==> config.mk <==
export PLATFORM = sky130hd
export DESIGN_NAME = spi_flash_responder
export DESIGN_NICKNAME = d
export VERILOG_FILES = /design/src/rtl/spi_flash_responder.sv
export SDC_FILE = /design/constraint.sdc
export NUM_CORES = 1
export LEC_CHECK = 0
export ABC_AREA = 1
export BUFFER_PORTS_ARGS = -buffer_cell sky130_fd_sc_hd__clkbuf_2
export CORE_MARGIN = 5
export CORE_UTILIZATION = 55
export CTS_CLUSTER_DIAMETER = 60
export DETAILED_ROUTE_END_ITERATION = 16
export PLACE_DENSITY = 0.79
export SYNTH_ARGS = -nofsm -noshare
export SYNTH_HDL_FRONTEND = slang
export SYNTH_SLANG_ARGS = --single-unit
export TNS_END_PERCENT = 20
==> constraint.sdc <==
create_clock -name clk -period 3.1 [get_ports clk]
set_input_delay 0.62 -clock clk [delete_from_list [all_inputs] [get_ports clk]]
set_output_delay 0.62 -clock clk [all_outputs]
set_load 0.05 [all_outputs]
==> src/rtl/spi_flash_responder.sv <==
// SPI mode-0 target emulating a serial flash (READ 0x03, RDSR 0x05) in front of a
// 1-cycle-latency byte memory. SPI inputs are asynchronous and oversampled on clk.
module spi_flash_responder #(
    parameter int unsigned ADDR_WIDTH  = 16,
    parameter logic [7:0]  STATUS_BYTE = 8'h00,
    parameter int unsigned SYNC_STAGES = 2
) (
    input  logic                  clk,
    input  logic                  i_RESET,
    input  logic                  i_SPI_CLK,
    input  logic                  i_SPI_CS,
    input  logic                  i_SPI_MOSI,
    output logic                  o_SPI_MISO,
    output logic                  o_SPI_MISO_OE,
    output logic [ADDR_WIDTH-1:0] o_MEM_ADDR,
    output logic                  o_MEM_RD,
    input  logic [7:0]            i_MEM_DATA,
    output logic                  o_BUSY,
    output logic                  o_CMD_ERR
);

    localparam int unsigned CMD_BITS  = 8;
    localparam int unsigned ADDR_BITS = 24;

    localparam logic [2:0] S_IDLE   = 3'd0;
    localparam logic [2:0] S_CMD    = 3'd1;
    localparam logic [2:0] S_ADDR   = 3'd2;
    localparam logic [2:0] S_LOAD   = 3'd3;
    localparam logic [2:0] S_DATA   = 3'd4;
    localparam logic [2:0] S_STAT   = 3'd5;
    localparam logic [2:0] S_IGNORE = 3'd6;

    // Input synchronizers plus one extra SCK sample for edge detection
    logic [SYNC_STAGES-1:0] sck_sync, cs_sync, mosi_sync;
    logic                   sck_d;
    logic                   sck_s, cs_s, mosi_s;
    logic                   sck_rise_c, sck_fall_c;

    always_ff @(posedge clk or posedge i_RESET) begin
        if (i_RESET) begin
            sck_sync  <= '0;
            cs_sync   <= '1;
            mosi_sync <= '0;
            sck_d     <= 1'b0;
        end else begin
            sck_sync  <= {sck_sync[SYNC_STAGES-2:0], i_SPI_CLK};
            cs_sync   <= {cs_sync[SYNC_STAGES-2:0], i_SPI_CS};
            mosi_sync <= {mosi_sync[SYNC_STAGES-2:0], i_SPI_MOSI};
            sck_d     <= sck_s;
        end
    end

    assign sck_s      = sck_sync[SYNC_STAGES-1];
    assign cs_s       = cs_sync[SYNC_STAGES-1];
    assign mosi_s     = mosi_sync[SYNC_STAGES-1];
    assign sck_rise_c = sck_s & ~sck_d;
    assign sck_fall_c = ~sck_s & sck_d;

    logic [2:0]            state_q, state_nx;
    logic [4:0]            bit_cnt_q, bit_cnt_nx;
    logic [2:0]            out_cnt_q, out_cnt_nx;
    logic [22:0]           in_sh_q, in_sh_nx;
    logic [7:0]            out_sh_q, out_sh_nx;
    logic [7:0]            pf_q, pf_nx;
    logic                  rd_q, rd_nx;
    logic                  miso_nx, oe_nx, mem_rd_nx, busy_nx, err_nx;
    logic [ADDR_WIDTH-1:0] addr_nx;
    logic [23:0]           in_word_c;
    logic [7:0]            src_c;

    always_ff @(posedge clk or posedge i_RESET) begin
        if (i_RESET) begin
            state_q       <= S_IDLE;
            bit_cnt_q     <= '0;
            out_cnt_q     <= '0;
            in_sh_q       <= '0;
            out_sh_q      <= '0;
            pf_q          <= '0;
            rd_q          <= 1'b0;
            o_SPI_MISO    <= 1'b0;
            o_SPI_MISO_OE <= 1'b0;
            o_MEM_ADDR    <= '0;
            o_MEM_RD      <= 1'b0;
            o_BUSY        <= 1'b0;
            o_CMD_ERR     <= 1'b0;
        end else begin
            state_q       <= state_nx;
            bit_cnt_q     <= bit_cnt_nx;
            out_cnt_q     <= out_cnt_nx;
            in_sh_q       <= in_sh_nx;
            out_sh_q      <= out_sh_nx;
            pf_q          <= pf_nx;
            rd_q          <= rd_nx;
            o_SPI_MISO    <= miso_nx;
            o_SPI_MISO_OE <= oe_nx;
            o_MEM_ADDR    <= addr_nx;
            o_MEM_RD      <= mem_rd_nx;
            o_BUSY        <= busy_nx;
            o_CMD_ERR     <= err_nx;
        end
    end

    always_comb begin
        state_nx   = state_q;
        bit_cnt_nx = bit_cnt_q;
        out_cnt_nx = out_cnt_q;
        in_sh_nx   = in_sh_q;
        out_sh_nx  = out_sh_q;
        pf_nx      = pf_q;
        rd_nx      = o_MEM_RD;
        miso_nx    = o_SPI_MISO;
        addr_nx    = o_MEM_ADDR;
        mem_rd_nx  = 1'b0;
        err_nx     = 1'b0;
        in_word_c  = {in_sh_q, mosi_s};
        src_c      = (state_q == S_STAT) ? STATUS_BYTE : pf_q;

        // Read data arrives the cycle after the strobe, even if CS has since risen
        if (rd_q) begin
            pf_nx = i_MEM_DATA;
        end

        if (state_q != S_IDLE && cs_s) begin
            state_nx = S_IDLE;
        end else begin
            case (state_q)
                S_IDLE: begin
                    if (!cs_s) begin
                        state_nx   = S_CMD;
                        bit_cnt_nx = '0;
                        in_sh_nx   = '0;
                    end
                end
                S_CMD: begin
                    if (sck_rise_c) begin
                        in_sh_nx   = in_word_c[22:0];
                        bit_cnt_nx = bit_cnt_q + 5'd1;
                        if (bit_cnt_q == 5'(CMD_BITS - 1)) begin
                            bit_cnt_nx = '0;
                            out_cnt_nx = '0;
                            case (in_word_c[7:0])
                                8'h03:   state_nx = S_ADDR;
                                8'h05:   state_nx = S_STAT;
                                default: begin
                                    state_nx = S_IGNORE;
                                    err_nx   = 1'b1;
                                end
                            endcase
                        end
                    end
                end
                S_ADDR: begin
                    if (sck_rise_c) begin
                        in_sh_nx   = in_word_c[22:0];
                        bit_cnt_nx = bit_cnt_q + 5'd1;
                        if (bit_cnt_q == 5'(ADDR_BITS - 1)) begin
                            addr_nx    = ADDR_WIDTH'(in_word_c);
                            mem_rd_nx  = 1'b1;
                            out_cnt_nx = '0;
                            state_nx   = S_LOAD;
                        end
                    end
                end
                S_LOAD: begin
                    if (rd_q) begin
                        state_nx = S_DATA;
                    end
                end
                S_DATA, S_STAT: begin
                    if (sck_fall_c) begin
                        // Byte boundary: drive MSB of the next byte straight from its source
                        if (out_cnt_q == 3'd0) begin
                            miso_nx   = src_c[7];
                            out_sh_nx = {src_c[6:0], 1'b0};
                        end else begin
                            miso_nx   = out_sh_q[7];
                            out_sh_nx = {out_sh_q[6:0], 1'b0};
                        end
                        out_cnt_nx = out_cnt_q + 3'd1;
                        if (out_cnt_q == 3'd7 && state_q == S_DATA) begin
                            addr_nx   = o_MEM_ADDR + ADDR_WIDTH'(1);
                            mem_rd_nx = 1'b1;
                        end
                    end
                end
                default: ;
            endcase
        end

        oe_nx   = (state_nx == S_DATA) || (state_nx == S_STAT);
        busy_nx = (state_nx != S_IDLE);
        if (!oe_nx) begin
            miso_nx = 1'b0;
        end
    end

endmodule

==> out/qor.csv, run 1 <==
metric,value,unit
dp_hpwl,5460,um
post-route-period-util,61.4,%
seq_area_frac_synth,47.0,%
cpPeakStageDelay,450,ps
worstPathArrival,2180,ps
syn-num-nets,491,
grt_pass1_wl,13500,um
reg2reg_from,state_q[2]$_DFF_PP0_,
synth.avg_cell_area,7.88,sq um
die_area,8530,sq um
grt_max_degree,29,
vias_per_cell,5.26,
path_buf_inv,2,
core_area,6680,sq um
insertion_delay,350,ps
synth_warnings,0,
maxSlewViolCount,0,
cts_hold_buffers,0,
io_pins,34,
grt_overflow_total,0,
layout_commonest_cell,nand2_1,
cts_max_path_buffers,2,
hold_viol,0,
p_leak,2.05,nW
switching_power,0.733,mW
drive_above_1_share,18.9,%
die_w,92.3,um
layout_common_cells,"151 x nand2_1, 68 x dfrtp_1, 58 x inv_1",
min_period,1900,ps
ant_nets,0,
crit_path_cell_trace,inv_2 > nand3_2 > nand2_4 > nand2_2 > nand2_2 > nand2_4 > inv_4 > nand2_1 > o21ai_1,
fillers,598,
antenna_found_initial,0,
drc,0,
powerDensity,527,nW/um^2
cts_buffers,9,
critical_path.top_delay_family,simple AND/OR/NAND/NOR gates,
synth_cells,473,
cts_sinks,70,
critPathLaunchType,flop,
start_util,55.8,%
cp_max_fo,24,
setup_viol,0,
finalClockSkew,6.97,ps
end_kind,flop,
fin_nets,526,
cts_max_level,3,
drt-pass1-iter-count,5,
p_clk_share,30.1,%
rows,30,
postCtsSetupBuffers,0,
first_iter_violations,149,
critPathRequiredTime,3370,ps
critical_path_class,reg -> reg,
wire_per_inst,12.7,um
outcome,"finished, final reports clean",
syn_to_final_growth,9.66,%
netlist_area,3730,sq um
max_slew_margin,66.9,%
async_flop_share,100,%
first_global_vias,2986,
peakVddDrop,0.325,mV
ys_seq_elements,70,
tns,0,ps
postCtsResizedCells,0,
portBuffers,33,
vias,3122,
critPathSlowestCell,dfrtp_1,
hold_class,in -> async,
holdWs,260,ps
gp_congestion,0.890,
rsz0062_at_grt,no,
startpoint,state_q[2]$_DFF_PP0_,
gr-usage-all-layers,19.5,%
switching_share,34.0,%
drt-total-wl,7550,um
synth_ff_type,dfrtp_1,
ys_types,33,
synth_edf_count,0,
diodes,0,
comb_power_share,21.5,%
clk_pin_slew,70,ps
worst_pin_slew,494,ps
max_freq,526,MHz
die_h,92.3,um
drv_cap,0,
seqPwrFrac,48.4,%
power.internal,1.42,mW
cts_tree,built,
cts-root-buf,clkbuf_8,
## synthesized netlist by cell type (all sizes together) (2+ instances only)
master | instances | area share, %
inv | 66 | 6.8
nor3 | 2 | 0.27
ha | 5 | 1.7
nand2 | 160 | 17
nand3 | 47 | 8.2
buf | 10 | 2.2
nand4 | 11 | 1.8
xor2 | 2 | 0.47
o21ai | 51 | 8.0
nor2 | 34 | 3.8
dfstp | 2 | 1.4
dfrtp | 68 | 46
a21oi | 4 | 0.54
o22ai | 5 | 0.84
## cell families (layout without fill, tap and decap cells)
| family | after synthesis | after routing | share of synthesized area [%] |
|---|---|---|---|
| compound gates | 63 | 63 | 9.90 |
| buf+inv | 77 | 117 | 9.19 |
| fa+ha+maj | 5 | 5 | 1.68 |
| flops | 70 | 70 | 47.0 |
| simple gates | 255 | 255 | 31.5 |
| xor+xnor | 3 | 3 | 0.705 |
## state kept, by name (all words and copies together) (netlist names), 2 cells and up
| register | cells |
|---|---|
| o_MEM_ADDR | 16 |
| in_sh_q | 15 |
| pf_q | 8 |
| out_sh_q | 7 |
| bit_cnt_q | 5 |
| out_cnt_q | 3 |
| state_q | 3 |
| cs_sync | 2 |
| mosi_sync | 2 |
| sck_sync | 2 |
## worst register-to-register path, cell delays in order (launching register included)
cell and delay, ps:
dfrtp_1 450, inv_2 140, nand3_2 150, nand2_4 230, nand2_2 80, nand2_2 80
nand2_4 120, inv_4 290, nand2_1 150, o21ai_1 150
## worst paths after layout
kind / endpoint / slack (ps) / depth (start not counted)
min: out_cnt_q[0]$_DFFE_PP0P_ / 260 / 2
min in group clk: cs_sync[0]$_DFF_PP1_ / 340 / 1
min reg2reg: mosi_sync[1]$_DFF_PP0_ / 350 / 0
max reg2reg: bit_cnt_q[3]$_DFFE_PP0P_ / 1200 / 9
max: bit_cnt_q[3]$_DFFE_PP0P_ / 1200 / 9
max in group asynchronous: cs_sync[1]$_DFF_PP1_ / 2110 / 3
## power by group through the flow
stage                     clock network [mW]  logic (mW)  registers, mW
after global placement                     0       0.450           1.06
after CTS                              0.660       0.464           1.04
after floorplan                            0       0.398           1.05
final                                  0.649       0.462           1.04
after global routing                   0.697       0.527           1.05
after detailed placement                   0       0.461           1.06
## final cells by class
cell class	count	area (sq um)	share of cell area, %
Clock buffer	12	145	3.55
Clock inverter	4	22.5	0.551
Inverter	66	255	6.24
Multi-Input combinational cell	326	1630	39.9
Sequential cell	70	1750	42.9
Tap cell	80	100	2.45
Timing Repair Buffer	35	180	4.41
## metal layers
layer / share of wire, % / track usage, % / vias up / wire [um]
li1: - / - / 1576 / -
met1: 43 / 24.6 / 1456 / 3280
met2: 50 / 32.3 / 67 / 3740
met3: 4.6 / 5.28 / 23 / 347
met4: 2.4 / 6.81 / 0 / 180
met5: 0 / 0 / - / 0
## stage by stage
step / power [mW] / cell area, sq um / utilization (%) / worst slack (ps) / std cells
6_report: 2.15 / 4090 / 61.2 / 1200 / 593
5_1_grt: 2.28 / 4090 / 61.2 / 1020 / 593
4_1_cts: 2.17 / 4090 / 61.2 / 1200 / 593
3_5_place_dp: 1.52 / 3920 / 58.7 / 1220 / 577
3_3_place_gp: 1.51 / 3920 / 58.7 / 1300 / 577
2_1_floorplan: 1.45 / 3730 / - / 715 / 473
No activity file was read; power rests on OpenSTA's default activity.
==> run 2, diff against run 1 <==
--- a/config.mk
+++ b/config.mk
@@ -8,10 +8,10 @@
 export ABC_AREA = 1
 export BUFFER_PORTS_ARGS = -buffer_cell sky130_fd_sc_hd__clkbuf_2
 export CORE_MARGIN = 5
-export CORE_UTILIZATION = 55
+export CORE_UTILIZATION = 54
 export CTS_CLUSTER_DIAMETER = 60
 export DETAILED_ROUTE_END_ITERATION = 16
-export PLACE_DENSITY = 0.79
+export PLACE_DENSITY = 0.8
 export SYNTH_ARGS = -nofsm -noshare
 export SYNTH_HDL_FRONTEND = slang
 export SYNTH_SLANG_ARGS = --single-unit
==> constraint.sdc (replaced) <==
create_clock -name clk -period 1.7 [get_ports clk]
set_input_delay 0.34 -clock clk [delete_from_list [all_inputs] [get_ports clk]]
set_output_delay 0.34 -clock clk [all_outputs]
set_load 0.05 [all_outputs]
==> run 2 against run 1 <==
- non-clock buffer count grew 8
- worst setup slack worse by 1100 ps
- core utilization rose by 2.1 points
- die area is 1.7% higher
- worst hold slack worse by 260 ps
- clock power is 120% higher
- sequential share of layout area down 1.9 points
- total power is 98% higher
- critical path depth down 1
- clock skew increased by 6.4 ps
- global-route usage decreased by 0.36 points
- critical endpoint is now out_cnt_q[0]$_DFFE_PP0P_
==> out/qor.csv, run 2 (same netlist as run 1, synthesis figures left out) <==
metric,value,unit,change
die_area,8670,sq um,was 8530 sq um
utilization,63.3,%,was 61.2%
holdWs,3.49,ps,was 260 ps
worstPathArrival,1870,ps,was 2180 ps
cts-root-buf,clkbuf_8,,unchanged
layout_common_cells,"151 x nand2_1, 67 x dfrtp_1, 58 x inv_1",,"was 151 x nand2_1, 68 x dfrtp_1, 58 x inv_1"
io_pins,34,,unchanged
outcome,"finished, final reports clean",,unchanged
first_global_vias,2889,,was 2986
ant_nets,0,,unchanged
fin_nets,534,,was 526
drive_above_1_share,21.0,%,was 18.9%
drc,0,,unchanged
max_flop_register,o_MEM_ADDR,,unchanged
clk_pin_slew,80,ps,was 70 ps
diodes,0,,unchanged
dp_hpwl,5630,um,was 5460 um
tns,0,ps,unchanged
grt_pass1_wl,13000,um,was 13500 um
die_h,93.1,um,was 92.3 um
top_regs,"o_MEM_ADDR (16), in_sh_q (15), pf_q (8)",,unchanged
cp_max_fo,6,,was 24
syn_to_final_growth,14.7,%,was 9.66%
gr-usage-all-layers,19.1,%,was 19.5%
regArea,1760,sq um,was 1750 sq um
finalClockSkew,13.4,ps,was 6.97 ps
rows,30,,unchanged
rrSetupSlack,70,ps,was 1200 ps
critPathLaunchType,flop,,unchanged
setup_viol,0,,unchanged
fillers,571,,was 598
grt_max_degree,27,,was 29
fin_area,4280,sq um,was 4090 sq um
portBuffers,33,,unchanged
critical_path_class,reg -> reg,,unchanged
maxSlewViolCount,0,,unchanged
end_kind,flop,,unchanged
comb_power_share,21.5,%,about the same
switching_power,1.36,mW,was 0.733 mW
reg2reg_to,out_cnt_q[0]$_DFFE_PP0P_,,was bit_cnt_q[3]$_DFFE_PP0P_
vias_per_cell,5.22,,was 5.26
start_util,55.2,%,was 55.8%
place_area,4030,sq um,was 3920 sq um
antenna_found_initial,0,,unchanged
p_total,4.26,mW,was 2.15 mW
gp_congestion,0.862,,was 0.890
vias,3130,,was 3122
wire_per_inst,12.8,um,was 12.7 um
p_leak,2.12,nW,was 2.05 nW
r2r_cells,8,,was 9
min_period,1630,ps,was 1900 ps
hold_class,in -> async,,unchanged
layout_commonest_cell,nand2_1,,unchanged
post-route-period-util,95.8,%,was 61.4%
peakVddDrop,0.753,mV,was 0.325 mV
drt-pass1-iter-count,4,,was 5
power.internal,2.90,mW,was 1.42 mW
grt_overflow_total,0,,unchanged
core_area,6760,sq um,was 6680 sq um
worst_pin_slew,511,ps,was 494 ps
critPathRequiredTime,1940,ps,was 3370 ps
cts_tree,built,,unchanged
drv_cap,0,,unchanged
drt-total-wl,7670,um,was 7550 um
rsz0062_at_grt,yes,,was no
cts_max_path_buffers,2,,unchanged
cts_sinks,70,,unchanged
seqPwrFrac,44.6,%,was 48.4%
die_w,93.1,um,was 92.3 um
max_slew_margin,65.9,%,was 66.9%
max_freq,614,MHz,was 526 MHz
reg2reg_from,state_q[1]$_DFF_PP0_,,was state_q[2]$_DFF_PP0_
switching_share,31.9,%,was 34.0%
p_clk_share,33.8,%,was 30.1%
cts_buffers,9,,unchanged
multi_input_area,1640,sq um,was 1630 sq um
hold_viol,0,,unchanged
powerDensity,997,nW/um^2,was 527 nW/um^2
first_iter_violations,124,,was 149
largest_reg_flops,16,,unchanged
insertion_delay,350,ps,about the same
cts_max_level,3,,unchanged
run 2: final cells by class:
cell class | instances | area share (%)
Multi-Input combinational cell | 326 | 38.3
Timing Repair Buffer | 43 | 7.08
Clock inverter | 6 | 2.05
Clock buffer | 9 | 2.90
Sequential cell | 70 | 41.0
Inverter | 66 | 6.29
Tap cell | 80 | 2.34
run 2: critical path, stage by stage (launching register included):
cell and delay, ps:
dfrtp_1 470, nor2_2 210, nand2_1 130, nand2_2 170, o21ai_1 100, nor2_2 160
nand3_1 150, nand2_1 90, nand2_1 50
run 2: how the worst max path moves through the flow:
stage | cells past startpoint | slack [ps] | to | start
2_1_floorplan | 8 | -150 | o_MEM_ADDR[14]$_DFFE_PP0P_ | o_MEM_ADDR[0]$_DFFE_PP0P_
3_3_place_gp | 8 | 130 | out_cnt_q[0]$_DFFE_PP0P_ | state_q[1]$_DFF_PP0_
3_5_place_dp | 8 | 80 | o_MEM_ADDR[5]$_DFFE_PP0P_ | bit_cnt_q[1]$_DFFE_PP0P_
4_1_cts | 9 | 60 | o_MEM_ADDR[7]$_DFFE_PP0P_ | bit_cnt_q[1]$_DFFE_PP0P_
5_1_grt | 8 | -50 | out_cnt_q[0]$_DFFE_PP0P_ | state_q[1]$_DFF_PP0_
6_report | 8 | 70 | out_cnt_q[0]$_DFFE_PP0P_ | state_q[1]$_DFF_PP0_
run 2: power by group through the flow:
stage / clock [mW] / sequential, mW / combinational (mW)
5_1_grt: 1.56 / 1.92 / 1.03
4_1_cts: 1.47 / 1.90 / 0.918
2_1_floorplan: 0 / 1.92 / 0.727
3_3_place_gp: 0 / 1.92 / 0.898
3_5_place_dp: 0 / 1.93 / 0.914
6_report: 1.44 / 1.90 / 0.918
run 2: timing repair:
item,4_1_cts,5_1_grt
gates resized for setup,0,6
endpoints found under the setup margin,0,27
hold buffers,0,0
setup buffers,0,1
run 2: metrics by stage:
stage | std cells | setup slack [ps]
final | 600 | 70.9
after global routing | 600 | -52.2
after CTS | 599 | 62.8
after detailed placement | 584 | 78.7
after global placement | 584 | 127
after floorplan | 473 | -151
run 2: metal layers:
layer / routed length, um / share of wire (%) / vias up / GRT usage, %
met2: 3730 / 49 / 82 / 31.2
li1: - / - / 1592 / -
met5: 0 / 0 / - / 0
met4: 140 / 1.8 / 0 / 6.59
met3: 423 / 5.5 / 18 / 5.63
met1: 3370 / 44 / 1438 / 24.3
==> run 3, diff against run 2 <==
--- a/config.mk
+++ b/config.mk
@@ -7,6 +7,7 @@
 export LEC_CHECK = 0
 export ABC_AREA = 1
 export BUFFER_PORTS_ARGS = -buffer_cell sky130_fd_sc_hd__clkbuf_2
+export CORE_ASPECT_RATIO = 0.75
 export CORE_MARGIN = 5
 export CORE_UTILIZATION = 54
 export CTS_CLUSTER_DIAMETER = 60
==> run 3 against run 2 <==
- global-route usage increased by 0.66 points
- critical path depth stayed put
- count of clock-buffer cells in the layout unchanged
- core utilization shrank 0.61 points
- clock skew down 3.9 ps
- combinational power increased by 0.9%
- register-to-register slack improved by 60 ps
- clock power down 4%
==> out/qor.csv, run 3 (same netlist as run 1, synthesis figures left out) <==
metric,value,unit,change
hold_viol,0,,unchanged
portBuffers,33,,unchanged
reg2reg_to,o_MEM_ADDR[4]$_DFFE_PP0P_,,was out_cnt_q[0]$_DFFE_PP0P_
io_pins,34,,unchanged
cts_max_path_buffers,2,,unchanged
drive_above_1_share,21.4,%,was 21.0%
maxSlewViolCount,0,,unchanged
dp_hpwl,5480,um,was 5630 um
gr-usage-all-layers,19.8,%,was 19.1%
powerDensity,994,nW/um^2,was 997 nW/um^2
drt-total-wl,7680,um,was 7670 um
p_leak,2.11,nW,was 2.12 nW
layout_common_cells,"151 x nand2_1, 65 x dfrtp_1, 58 x inv_1",,"was 151 x nand2_1, 67 x dfrtp_1, 58 x inv_1"
end_kind,flop,,unchanged
grt_overflow_total,0,,unchanged
rows,26,,was 30
max_slew_margin,74.9,%,was 65.9%
r2r_cells,8,,unchanged
cts_max_level,3,,unchanged
power.internal,2.79,mW,was 2.90 mW
outcome,"finished, final reports clean",,unchanged
max_freq,639,MHz,was 614 MHz
postCtsSetupBuffers,0,,unchanged
cts_tree,built,,unchanged
reg2reg_from,out_cnt_q[0]$_DFFE_PP0P_,,was state_q[1]$_DFF_PP0_
max_flop_register,o_MEM_ADDR,,unchanged
post-route-period-util,92.1,%,was 95.8%
grt_max_degree,71,,was 27
cp_max_fo,19,,was 6
p_clk_share,32.8,%,was 33.8%
fin_nets,532,,was 534
postCtsResizedCells,0,,unchanged
setup_viol,0,,unchanged
vias,3174,,was 3130
drt-pass1-iter-count,4,,unchanged
critPathLaunchType,flop,,unchanged
syn_to_final_growth,13.8,%,was 14.7%
dp_cells,587,,was 584
die_area,8680,sq um,was 8670 sq um
cts-root-buf,clkbuf_8,,unchanged
cts_buffers,9,,unchanged
seqPwrFrac,45.2,%,was 44.6%
gp_congestion,0.886,,was 0.862
antenna_found_initial,0,,unchanged
largest_reg_flops,16,,unchanged
hold_class,in -> async,,unchanged
cts_hold_buffers,0,,unchanged
diodes,0,,unchanged
min_period,1570,ps,was 1630 ps
core_area,6770,sq um,was 6760 sq um
worst_pin_slew,376,ps,was 511 ps
ant_nets,0,,unchanged
p_total,4.22,mW,was 4.26 mW
peakVddDrop,0.515,mV,was 0.753 mV
wire_per_inst,12.7,um,was 12.8 um
finalClockSkew,9.47,ps,was 13.4 ps
rsz0062_at_grt,yes,,unchanged
clk_pin_slew,80,ps,about the same
critical_path_class,reg -> reg,,unchanged
grt_pass1_wl,13700,um,was 13000 um
layout_commonest_cell,nand2_1,,unchanged
drv_cap,0,,unchanged
insertion_delay,350,ps,about the same
die_w,106,um,was 93.1 um
die_h,82.0,um,was 93.1 um
tns,0,ps,unchanged
drc,0,,unchanged
critPathRequiredTime,1920,ps,was 1940 ps
holdWs,64.3,ps,was 3.49 ps
start_util,55.1,%,was 55.2%
top_regs,"o_MEM_ADDR (16), in_sh_q (15), pf_q (8)",,unchanged
vias_per_cell,5.26,,was 5.22
instances_no_fill,603,,was 600
switching_share,33.9,%,was 31.9%
worstPathArrival,1790,ps,was 1870 ps
first_iter_violations,194,,was 124
comb_power_share,22.0,%,was 21.5%
switching_power,1.43,mW,was 1.36 mW
cts_sinks,70,,unchanged
first_global_vias,3079,,was 2889
rrSetupSlack,130,ps,was 70 ps
-- run 3: cell types whose count changed in the layout (fill, tap and decap cells not counted), moves of 2 or more --
cell | previous run | this run
buf_12 | 5 | 3
inv_6 | 1 | 3
dfrtp_2 | 1 | 3
dfrtp_1 | 67 | 65
-- run 3: critical path: stages (launching register included) --
cell	delay, ps
dfrtp_1	420
ha_1	220
ha_1	190
nand4_1	110
nand2_2	80
nand2_4	190
inv_8	100
nand2_1	70
o21ai_0	70
-- run 3: routing by layer --
metal / track usage (%) / wire length, um
met5: 0 / 0
met4: 7.89 / 126
met3: 5.66 / 405
met2: 32.7 / 3610
met1: 24.9 / 3530
-- run 3: area by class of cell --
class | instances | area, sq um
sequential | 70 | 1760
clock buffer | 9 | 124
tap | 84 | 105
timing repair buffer | 41 | 263
fill | 609 | 2520
multi-input combinational | 326 | 1650
inverter | 66 | 262
clock inverter | 7 | 80.1
-- run 3: stage by stage --
step	util [%]	instance area, sq um	setup WS, ps
6_report	62.7	4240	134
5_1_grt	62.7	4240	-20.7
4_1_cts	62.3	4220	45.7
3_5_place_dp	59.3	4010	48.1
3_3_place_gp	59.3	4010	127
2_1_floorplan	-	3730	-151
-- run 3: how the worst max path moves through the flow --
stage	start	end	slack [ps]
after floorplan	o_MEM_ADDR[0]$_DFFE_PP0P_	o_MEM_ADDR[14]$_DFFE_PP0P_	-150
after global placement	state_q[1]$_DFF_PP0_	out_cnt_q[0]$_DFFE_PP0P_	130
after detailed placement	state_q[1]$_DFF_PP0_	out_cnt_q[0]$_DFFE_PP0P_	50
after CTS	state_q[1]$_DFF_PP0_	out_cnt_q[0]$_DFFE_PP0P_	50
after global routing	bit_cnt_q[0]$_DFFE_PP0P_	o_SPI_MISO$_DFFE_PP0P_	-20
final	out_cnt_q[0]$_DFFE_PP0P_	o_MEM_ADDR[4]$_DFFE_PP0P_	130
-- run 3: power groups by stage --
stage,combinational (mW),sequential [mW],clock [mW]
floorplan,0.727,1.92,0
global placement,0.884,1.92,0
detailed placement,0.908,1.93,0
CTS,0.915,1.90,1.41
global route,1.05,1.93,1.49
finish,0.926,1.91,1.38
